===== src/rtl/spi_pkg.sv =====
// Shared definitions for the SPI transfer queue: default byte width and FSM states.
package spi_pkg;

  localparam int unsigned SpiDw = 8;

  typedef enum logic [1:0] {
    StIdle     = 2'd0,
    StIssue    = 2'd1,
    StWaitDone = 2'd2
  } spi_state_e;

endpackage


===== src/rtl/spi_sync_fifo.sv =====
// Synchronous FIFO with a separate occupancy register. Pushes are refused when
// full (even if a pop happens in the same cycle); pops are ignored when empty.
// The head entry is read straight out of the storage registers.
module spi_sync_fifo #(
  parameter int unsigned DEPTH = 8,
  parameter int unsigned DW    = 8
) (
  input  logic                       clk_i,
  input  logic                       rst_ni,
  input  logic                       push_i,
  input  logic [DW-1:0]              wdata_i,
  input  logic                       pop_i,
  output logic [DW-1:0]              rdata_o,
  output logic                       full_o,
  output logic                       empty_o,
  output logic [$clog2(DEPTH+1)-1:0] level_o
);

  localparam int unsigned AW = $clog2(DEPTH);
  localparam int unsigned LW = $clog2(DEPTH+1);

  logic [DW-1:0] mem_q [DEPTH];
  logic [DW-1:0] mem_d [DEPTH];
  logic [AW-1:0] wptr_q, wptr_d;
  logic [AW-1:0] rptr_q, rptr_d;
  logic [LW-1:0] count_q, count_d;
  logic          do_push, do_pop;

  // Status and accepted handshakes derived from the occupancy register.
  always_comb begin
    full_o  = (count_q == LW'(DEPTH));
    empty_o = (count_q == '0);
    level_o = count_q;
    rdata_o = mem_q[rptr_q];
    do_push = push_i && !full_o;
    do_pop  = pop_i && !empty_o;
  end

  // Next-state for storage, pointers (wrap naturally) and count.
  always_comb begin
    mem_d   = mem_q;
    wptr_d  = wptr_q;
    rptr_d  = rptr_q;
    count_d = count_q;
    if (do_push) begin
      mem_d[wptr_q] = wdata_i;
      wptr_d        = wptr_q + AW'(1);
    end
    if (do_pop) begin
      rptr_d = rptr_q + AW'(1);
    end
    if (do_push && !do_pop) begin
      count_d = count_q + LW'(1);
    end else if (!do_push && do_pop) begin
      count_d = count_q - LW'(1);
    end
  end

  // State registers; storage is cleared so the head reads 0 out of reset.
  always_ff @(posedge clk_i or negedge rst_ni) begin
    if (!rst_ni) begin
      for (int unsigned i = 0; i < DEPTH; i++) begin
        mem_q[i] <= '0;
      end
      wptr_q  <= '0;
      rptr_q  <= '0;
      count_q <= '0;
    end else begin
      mem_q   <= mem_d;
      wptr_q  <= wptr_d;
      rptr_q  <= rptr_d;
      count_q <= count_d;
    end
  end

endmodule


===== src/rtl/spi_xfer_queue.sv =====
// Byte-queueing front end for the SPI master: TX FIFO feeds start/tx_data one
// transfer at a time, each done pulse pushes rx_data into the RX FIFO.
// Optional watchdog on WAIT_DONE enabled by the macro SPI_XFER_TIMEOUT_EN.
module spi_xfer_queue
  import spi_pkg::*;
#(
  parameter int unsigned DEPTH       = 8,
  parameter int unsigned DW          = SpiDw,
  parameter int unsigned TIMEOUT_CYC = 1024
) (
  input  logic                       clk,
  input  logic                       rst_n,
  input  logic                       s_valid,
  input  logic [DW-1:0]              s_data,
  output logic                       s_ready,
  output logic                       m_valid,
  output logic [DW-1:0]              m_data,
  input  logic                       m_ready,
  output logic                       spi_start,
  output logic [DW-1:0]              spi_tx_data,
  input  logic                       spi_busy,
  input  logic                       spi_done,
  input  logic [DW-1:0]              spi_rx_data,
  output logic [$clog2(DEPTH+1)-1:0] tx_level,
  output logic [$clog2(DEPTH+1)-1:0] rx_level,
  output logic                       idle,
  output logic                       err
);

  spi_state_e    state_q, state_d;
  logic          spi_start_q, spi_start_d;
  logic [DW-1:0] spi_tx_data_q, spi_tx_data_d;

  logic          tx_push, tx_pop, tx_full, tx_empty;
  logic [DW-1:0] tx_head;
  logic          rx_push, rx_pop, rx_full, rx_empty;
  logic          timeout;

  // Busy is informational only; sequencing relies solely on the done pulse.
  logic unused_busy;
  assign unused_busy = spi_busy;

  // Host-side handshakes.
  always_comb begin
    s_ready = !tx_full;
    tx_push = s_valid && s_ready;
    m_valid = !rx_empty;
    rx_pop  = m_valid && m_ready;
  end

  spi_sync_fifo #(
    .DEPTH (DEPTH),
    .DW    (DW)
  ) u_tx_fifo (
    .clk_i   (clk),
    .rst_ni  (rst_n),
    .push_i  (tx_push),
    .wdata_i (s_data),
    .pop_i   (tx_pop),
    .rdata_o (tx_head),
    .full_o  (tx_full),
    .empty_o (tx_empty),
    .level_o (tx_level)
  );

  spi_sync_fifo #(
    .DEPTH (DEPTH),
    .DW    (DW)
  ) u_rx_fifo (
    .clk_i   (clk),
    .rst_ni  (rst_n),
    .push_i  (rx_push),
    .wdata_i (spi_rx_data),
    .pop_i   (rx_pop),
    .rdata_o (m_data),
    .full_o  (rx_full),
    .empty_o (rx_empty),
    .level_o (rx_level)
  );

`ifdef SPI_XFER_TIMEOUT_EN
  localparam int unsigned TW = $clog2(TIMEOUT_CYC+1);

  logic [TW-1:0] wd_cnt_q, wd_cnt_d;
  logic          err_q, err_d;

  // Watchdog counts WAIT_DONE cycles and restarts on every entry.
  always_comb begin
    wd_cnt_d = '0;
    if (state_q == StWaitDone) begin
      wd_cnt_d = wd_cnt_q + TW'(1);
    end
    timeout = (state_q == StWaitDone) && !spi_done && (wd_cnt_q == TW'(TIMEOUT_CYC - 1));
    err_d   = err_q || timeout;
  end

  // Watchdog counter and sticky error flag.
  always_ff @(posedge clk or negedge rst_n) begin
    if (!rst_n) begin
      wd_cnt_q <= '0;
      err_q    <= 1'b0;
    end else begin
      wd_cnt_q <= wd_cnt_d;
      err_q    <= err_d;
    end
  end

  assign err = err_q;
`else
  // Without the watchdog the limit is irrelevant; keep it referenced.
  logic [31:0] unused_timeout_cyc;
  assign unused_timeout_cyc = 32'(TIMEOUT_CYC);
  assign timeout            = 1'b0;
  assign err                = 1'b0;
`endif

  // FSM state and registered SPI-side outputs.
  always_ff @(posedge clk or negedge rst_n) begin
    if (!rst_n) begin
      state_q       <= StIdle;
      spi_start_q   <= 1'b0;
      spi_tx_data_q <= '0;
    end else begin
      state_q       <= state_d;
      spi_start_q   <= spi_start_d;
      spi_tx_data_q <= spi_tx_data_d;
    end
  end

  // Next state: one transfer outstanding at most, so a free RX slot at issue
  // time is guaranteed to still be free when done arrives.
  always_comb begin
    state_d = state_q;
    unique case (state_q)
      StIdle: begin
        if (!tx_empty && !rx_full) begin
          state_d = StIssue;
        end
      end
      StIssue: begin
        state_d = StWaitDone;
      end
      StWaitDone: begin
        if (spi_done || timeout) begin
          state_d = StIdle;
        end
      end
      default: begin
        state_d = StIdle;
      end
    endcase
  end

  // Outputs: start/tx_data are loaded on the IDLE->ISSUE edge so they are
  // registered and coincide with the ISSUE cycle; tx_data then holds.
  always_comb begin
    spi_start_d   = (state_q == StIdle) && (state_d == StIssue);
    spi_tx_data_d = spi_start_d ? tx_head : spi_tx_data_q;
    tx_pop        = (state_q == StIssue);
    rx_push       = (state_q == StWaitDone) && spi_done;
    spi_start     = spi_start_q;
    spi_tx_data   = spi_tx_data_q;
    idle          = (state_q == StIdle) && tx_empty;
  end

endmodule

===== config.mk =====
export PLATFORM = sky130hd
export DESIGN_NAME = spi_xfer_queue
export DESIGN_NICKNAME = d
export VERILOG_FILES = /design/src/rtl/spi_pkg.sv /design/src/rtl/spi_sync_fifo.sv /design/src/rtl/spi_xfer_queue.sv
export SDC_FILE = /design/constraint.sdc
export NUM_CORES = 1
export LEC_CHECK = 0
export ABC_AREA = 1
export ABC_CLOCK_PERIOD_IN_PS = 2700
export CORE_ASPECT_RATIO = 0.5
export CORE_MARGIN = 2
export CORE_UTILIZATION = 55
export CTS_CLUSTER_SIZE = 24
export DETAILED_ROUTE_END_ITERATION = 10
export GPL_ROUTABILITY_DRIVEN = 0
export PLACE_DENSITY = 0.83
export SLEW_MARGIN = 5
export SYNTH_ARGS = -nofsm -noshare
export SYNTH_HDL_FRONTEND = slang
export SYNTH_SLANG_ARGS = --single-unit

===== constraint.sdc =====
create_clock -name clk -period 2.7 [get_ports clk]
set_clock_uncertainty 0.1 [all_clocks]
set_input_delay 0.54 -clock clk [delete_from_list [all_inputs] [get_ports clk]]
set_output_delay 0.54 -clock clk [all_outputs]
set_load 0.005 [all_outputs]

# ---- Yosys cells after proc, flatten, opt, wreduce, memory -nomap -nowiden
# Index checks and enable logic that the tools add are counted.
# Widths: inputs -> output; s select.
dict set report totals {
  register_bits 159
  input_bits 22
  out_inout_bits 29
  word_cells 96
}
dict set report op_classes {
  add_sub_neg 8
  magnitude_cmp 6
  eq_ne 5
  mux 19
  bitwise 4
  reduce_logical 29
}
# operator n
set op_table {}
lappend op_table {{$bwmux 64} 2}
lappend op_table {{$bmux 8 s3} 2}
lappend op_table {{$demux 8 s3} 2}
lappend op_table {{$mux 8} 6}
lappend op_table {{$ge 4x4->1 const B} 4}
lappend op_table {{$logic_and 1x1->1} 16}
lappend op_table {{$mux 4} 4}
lappend op_table {{$not 3->4} 4}
lappend op_table {{$add 3x1->3 const B} 4}
lappend op_table {{$add 4x1->4 const B} 2}
lappend op_table {{$eq 4x4->1 const B} 2}
lappend op_table {{$logic_not 1->1} 8}
lappend op_table {{$logic_not 4->1} 2}
lappend op_table {{$lt 4x1->1 const B} 2}
lappend op_table {{$sub 4x1->4 const B} 2}
lappend op_table {{$pmux 2 s3} 1}
lappend op_table {{$eq 2x1->1 const B} 2}
lappend op_table {{$mux 2} 2}
lappend op_table {{$reduce_bool 2->1} 2}
lappend op_table {{$eq 2x2->1 const B} 1}
lappend op_table {{$logic_not 2->1} 1}

# ---- Longest topological paths before layout
dict set report logic_depth {
  depth_word 8
  ltp_mapped 16
  mapped_depth_nobuf 15
}

# ---- Hierarchy
# A second synthesis with hierarchy kept.
dict set report unflattened {
  cells_unflattened 1154
  area_unflattened_um2 8923.6
}
# module instances cells_per_inst area_per_inst_um2 seq_area_each_um2
set modules_own_cells {}
lappend modules_own_cells {{spi_sync_fifo (u_tx_fifo)} 1 580 4327.9 1851.8}
lappend modules_own_cells {{spi_sync_fifo (u_rx_fifo)} 1 518 4110.2 1851.8}
lappend modules_own_cells {spi_xfer_queue 1 56 485.5 275.3}

# ---- Worst setup path after synthesis
# No wires, ideal clock.
dict set report synth_path {
  kind {register -> register}
  start {register u_tx_fifo.count_q[0], in the netlist u_tx_fifo.level_o[0]}
  end {register u_tx_fifo.count_q[3], in the netlist u_tx_fifo.level_o[3]}
  setup_time_ns 0.116
  t_arrival_ns 2.062
  t_required_ns 2.484
  setup_slack_ns 0.422
  path_stages_with_launch 14
  path_buffers 1
  period_less_slack_ns 2.278
  path_cell_list {dfrtp_1 > nor2_1 > nand3b_2 > nand2_2 > inv_2 > buf_2 > ha_1 > inv_1 > ha_1 > or2_2 > nand3_1 > nand2_1 > nand2_1 > nand2_1}
}
dict set report synth_via {
  elab_chain_cells 7
  word_cells_on_any_way 16
  cone_classes {2 x add/sub; 1 x eq/ne; 2 x mux; 11 x reduce/logical}
}
# item line
set synth_rtl {}
lappend synth_rtl {{start, declared} spi_sync_fifo.sv:26} ;# logic [LW-1:0] count_q, count_d;
lappend synth_rtl {{start signal, assigned} spi_sync_fifo.sv:72} ;# count_q <= count_d;
lappend synth_rtl {{$eq 4x4->1 (*)} spi_sync_fifo.sv:31} ;# full_o = (count_q == LW'(DEPTH));
lappend synth_rtl {{$logic_not 1->1 (*)} spi_xfer_queue.sv:45} ;# s_ready = !tx_full;
lappend synth_rtl {{net s_ready} spi_xfer_queue.sv:15} ;# output logic s_ready,
lappend synth_rtl {{$logic_and 1x1->1} spi_xfer_queue.sv:46} ;# tx_push = s_valid && s_ready;
lappend synth_rtl {{$logic_and 1x1->1 (*)} spi_sync_fifo.sv:35} ;# do_push = push_i && !full_o;
lappend synth_rtl {{net u_tx_fifo.do_push} spi_sync_fifo.sv:27} ;# logic do_push, do_pop;
lappend synth_rtl {{$logic_not 1->1} spi_sync_fifo.sv:54} ;# end else if (!do_push && do_pop) begin
lappend synth_rtl {{$logic_and 1x1->1} spi_sync_fifo.sv:54}
lappend synth_rtl {{$reduce_bool 2->1 (no line)} n/a}
# The timed path passes the listed nets; every way through them passes the cells marked *. The select of a mux whose other input is x is not followed.
# A chain may end at the register's enable or synchronous reset.

# ---- Final worst setup path
dict set report layout_path {
  start {register u_rx_fifo.rptr_q[0]}
  end {output m_data[0]}
}
dict set report layout_via {
  elab_chain_cells 4
}
# item line
set layout_rtl {}
lappend layout_rtl {{start, declared} spi_sync_fifo.sv:25} ;# logic [AW-1:0] rptr_q, rptr_d;
lappend layout_rtl {{start signal, assigned} spi_sync_fifo.sv:71} ;# rptr_q <= rptr_d;
lappend layout_rtl {{$not 3->4 (implied by the code)} spi_sync_fifo.sv:34} ;# rdata_o = mem_q[rptr_q];
lappend layout_rtl {{$bmux 8 s3} spi_sync_fifo.sv:34}
lappend layout_rtl {{$mux 8 (implied by the code) (2 in a row)} spi_sync_fifo.sv:34}
lappend layout_rtl {{end, declared} spi_xfer_queue.sv:17} ;# output logic [DW-1:0] m_data,
# No other way between the ends. The select of a mux whose other input is x is not followed.

==> summary.txt <==
Worst Max-Slew Pin Slew - 706 ps
All-layer global routing usage - 27.7%
Critical Path End Type - output port
FF+latch count, synth - 159
Wire per inst - 15.8 microns
Largest net degree at the start of global routing - 77
Syn_nets - 1108
Post-Syn Area - 8080 sq um
Drc violations - 0
NumNets Final - 1140
H-tree depth - 4
Initial Util - 56.1%
Register area - 3980 sq um
Max Transition Viols Final - 0
Final Util - 65.3%
Core ar. - 14400 sq um
Cell Chain, Critical Path - buf_12, buf_16, o21ai_0, o21ai_1, nand2_1, nand2_1, clkdlybuf4s50_1
Pwr dens - 1290 nW/um^2
DRT iter0 DRCs - 786
Slew headroom - 52.8%
Num ports - 51
Data arrival, critical path - 2050 ps
Critical path type - flop to output port
I/O Buffers - 48
Synthesized area per cell - 7.52 sq um
Final setup fails - 0
Delay-heaviest family, CP - buffers and inverters
CTS sink cnt - 159
Critical Path RT - 2060 ps
CTS tree - done
Initial DRT Pass Iterations - 5
Area taken by multi-input logic gates - 3530 sq um
Max-cap violations - 0
Die H - 89.7 microns
Drt via density - 5.46
Max Fanout on Critical Path - 16
Placed Instances - 1280
Total power - 12.1 mW
Non-Filler Instances - 1315
RSZ-0062 raised after global routing - true
Post-route design area - 9390 sq um
Grt total ovfl - 0
Post-DP HPWL - 13300 microns
Initial antenna violation count - 0
CP dominant cell by count - nand2_1
Die area - 15700 sq um
# diodes - 0
Layout cells sized above 1 - 8.33%
# rows - 31
Global-route wire length before repair - 34400 microns
Cell variety after synth - 27
Leakage Power - 4.95 nW
Die Span X - 175 microns
Final wirelength - 20800 microns
Status - complete, no violations
Crit start category - flop
Setup TNS - 0 ps
Worst-Skew Late Latency - 430 ps
Fmax - 372 MHz
Peak supply drop - 576 uV
Sequential share of the synthesized area - 49.2%
Area Overhead vs Synth - 16.2%
Deepest clock path buffer count - 2
Ys Warns - 0
Vias in the first global route - 6965
Critical-path top delay cell - dfrtp_2
CTS Root Cell - clkbuf_16
Num CTS Buffers - 17
Clock Pin Slew Worst Setup and Hold Paths - 60 ps
WP buf/inv - 3
Final-layout fill cell count - 1191
Final Hold Viols - 0
Fraction of the cycle the final worst path needs - 99.7%
Min cycle time layout - 2690 ps
Syn Inst Count - 1074
Detail Route Antenna Nets - 0
Worst Hold Class - flop to flop
Area post-placement - 8690 sq um
Max incr delay on CP - 460 ps
Via Count - 7176
## cells in the mapped netlist
master / count / area share [%]
a21oi_1: 1 / 0.062
buf_1: 9 / 0.42
buf_2: 19 / 1.2
buf_4: 2 / 0.19
buf_6: 8 / 1.1
clkbuf_1: 18 / 0.84
clkinv_1: 3 / 0.14
conb_1: 1 / 0.046
dfrtp_1: 159 / 49
fa_1: 2 / 0.50
ha_1: 10 / 1.5
inv_1: 64 / 3.0
inv_2: 6 / 0.28
nand2_1: 426 / 20
nand2_2: 17 / 1.3
nand3_1: 186 / 12
nand3b_2: 1 / 0.14
nand4_1: 1 / 0.077
nor2_1: 60 / 2.8
nor2_2: 13 / 1.0
nor2_4: 1 / 0.14
nor3_1: 1 / 0.062
o21ai_0: 49 / 3.0
o21ai_1: 4 / 0.25
or2_2: 2 / 0.15
xnor2_1: 4 / 0.43
xor2_1: 7 / 0.76
## metal layers
| metal | GRT usage [%] | routed length [microns] | up-vias |
|---|---|---|---|
| met1 | 37.4 | 8910 | 3389 |
| met2 | 43.9 | 9780 | 299 |
| li1 | - | - | 3448 |
| met4 | 10.4 | 453 | 0 |
| met3 | 6.22 | 1630 | 40 |
| met5 | 0 | 0 | - |
## what timing repair did
item | CTS | global route
endpoints found under the setup margin | 8 | 7
gates resized for setup | 18 | 17
pin swaps | 1 | 0
buffers inserted | 3 | 0
gates cloned | 1 | 0
hold endpoints to repair | 4 | 0
hold buffers | 1 | 0
## registers in the layout, summed over array words and instances (netlist names)
register / count
u_tx_fifo.mem_q: 64
state_q: 2
u_rx_fifo.wptr_q: 3
u_tx_fifo.wptr_q: 3
u_tx_fifo.level_o: 4
u_rx_fifo.rptr_q: 3
u_rx_fifo.mem_q: 64
u_tx_fifo.rptr_q: 3
spi_start: 1
u_rx_fifo.level_o: 4
spi_tx_data: 8
## report_power, final
group          switching (mW)  internal, mW
sequential              0.799          3.49
combinational            3.22          2.10
clock                    1.02          1.45
total                    5.04          7.05
## kinds of logic after synthesis
| family | after synthesis | synth area share [%] |
|---|---|---|
| simple gates | 708 | 37.0 |
| flops | 159 | 49.2 |
| buf+inv | 129 | 7.12 |
| compound gates | 54 | 3.35 |
| fa+ha+maj | 12 | 2.04 |
| xor+xnor | 11 | 1.19 |
| other cells | 1 | 0.0464 |
## layout make-up
cell class	instances	area share, %
clock buffer	18	4.57
clock inverter	12	1.75
inverter	73	2.94
multi-input combinational	786	37.6
sequential	159	42.4
tap	198	2.64
timing repair buffer	69	8.15
## cell usage in the layout (no fill, tap or decap), types with 10 or more instances in the layout
cell type and count:
buf_4 10, o21ai_0 29, clkbuf_16 17, dfrtp_1 158, ha_1 10, nor2_2 14, clkdlybuf4s50_1 42, o21ai_1 24
inv_1 63, nand3_1 186, nand2_1 426, nor2_1 59, nand2_2 17
## worst paths after layout
kind                                             startpoint                                to  slack (ps)  depth (start not counted)
setup / recovery            u_rx_fifo.rptr_q[0]$_DFFE_PN0P_                         m_data[0]           8                          7
max in group asynchronous                             rst_n   u_rx_fifo.rptr_q[0]$_DFFE_PN0P_        1260                          3
setup reg to reg           u_tx_fifo.level_o[0]$_DFFE_PN0P_  u_tx_fifo.level_o[3]$_DFFE_PN0P_         300                         12
hold / removal              u_rx_fifo.mem_q[12]$_DFFE_PN0P_   u_rx_fifo.mem_q[12]$_DFFE_PN0P_         370                          2
hold reg to reg             u_rx_fifo.mem_q[12]$_DFFE_PN0P_   u_rx_fifo.mem_q[12]$_DFFE_PN0P_         370                          2
min in group asynchronous                             rst_n   u_tx_fifo.mem_q[35]$_DFFE_PN0P_         550                          2
## worst min-delay path, stage by stage, from the launching register on
cell	delay, ps
dfrtp_1	340
nand2_1	50
nand2_1	50
## per-stage QoR
stage / setup WS, ps / hold WS [ps]
2_1_floorplan: 422 / 144
3_3_place_gp: 99.9 / 348
3_5_place_dp: 35.2 / 353
4_1_cts: 1.55 / 369
5_1_grt: -89.3 / 386
6_report: 8.49 / 367
Power figures use the tool's default switching activity.
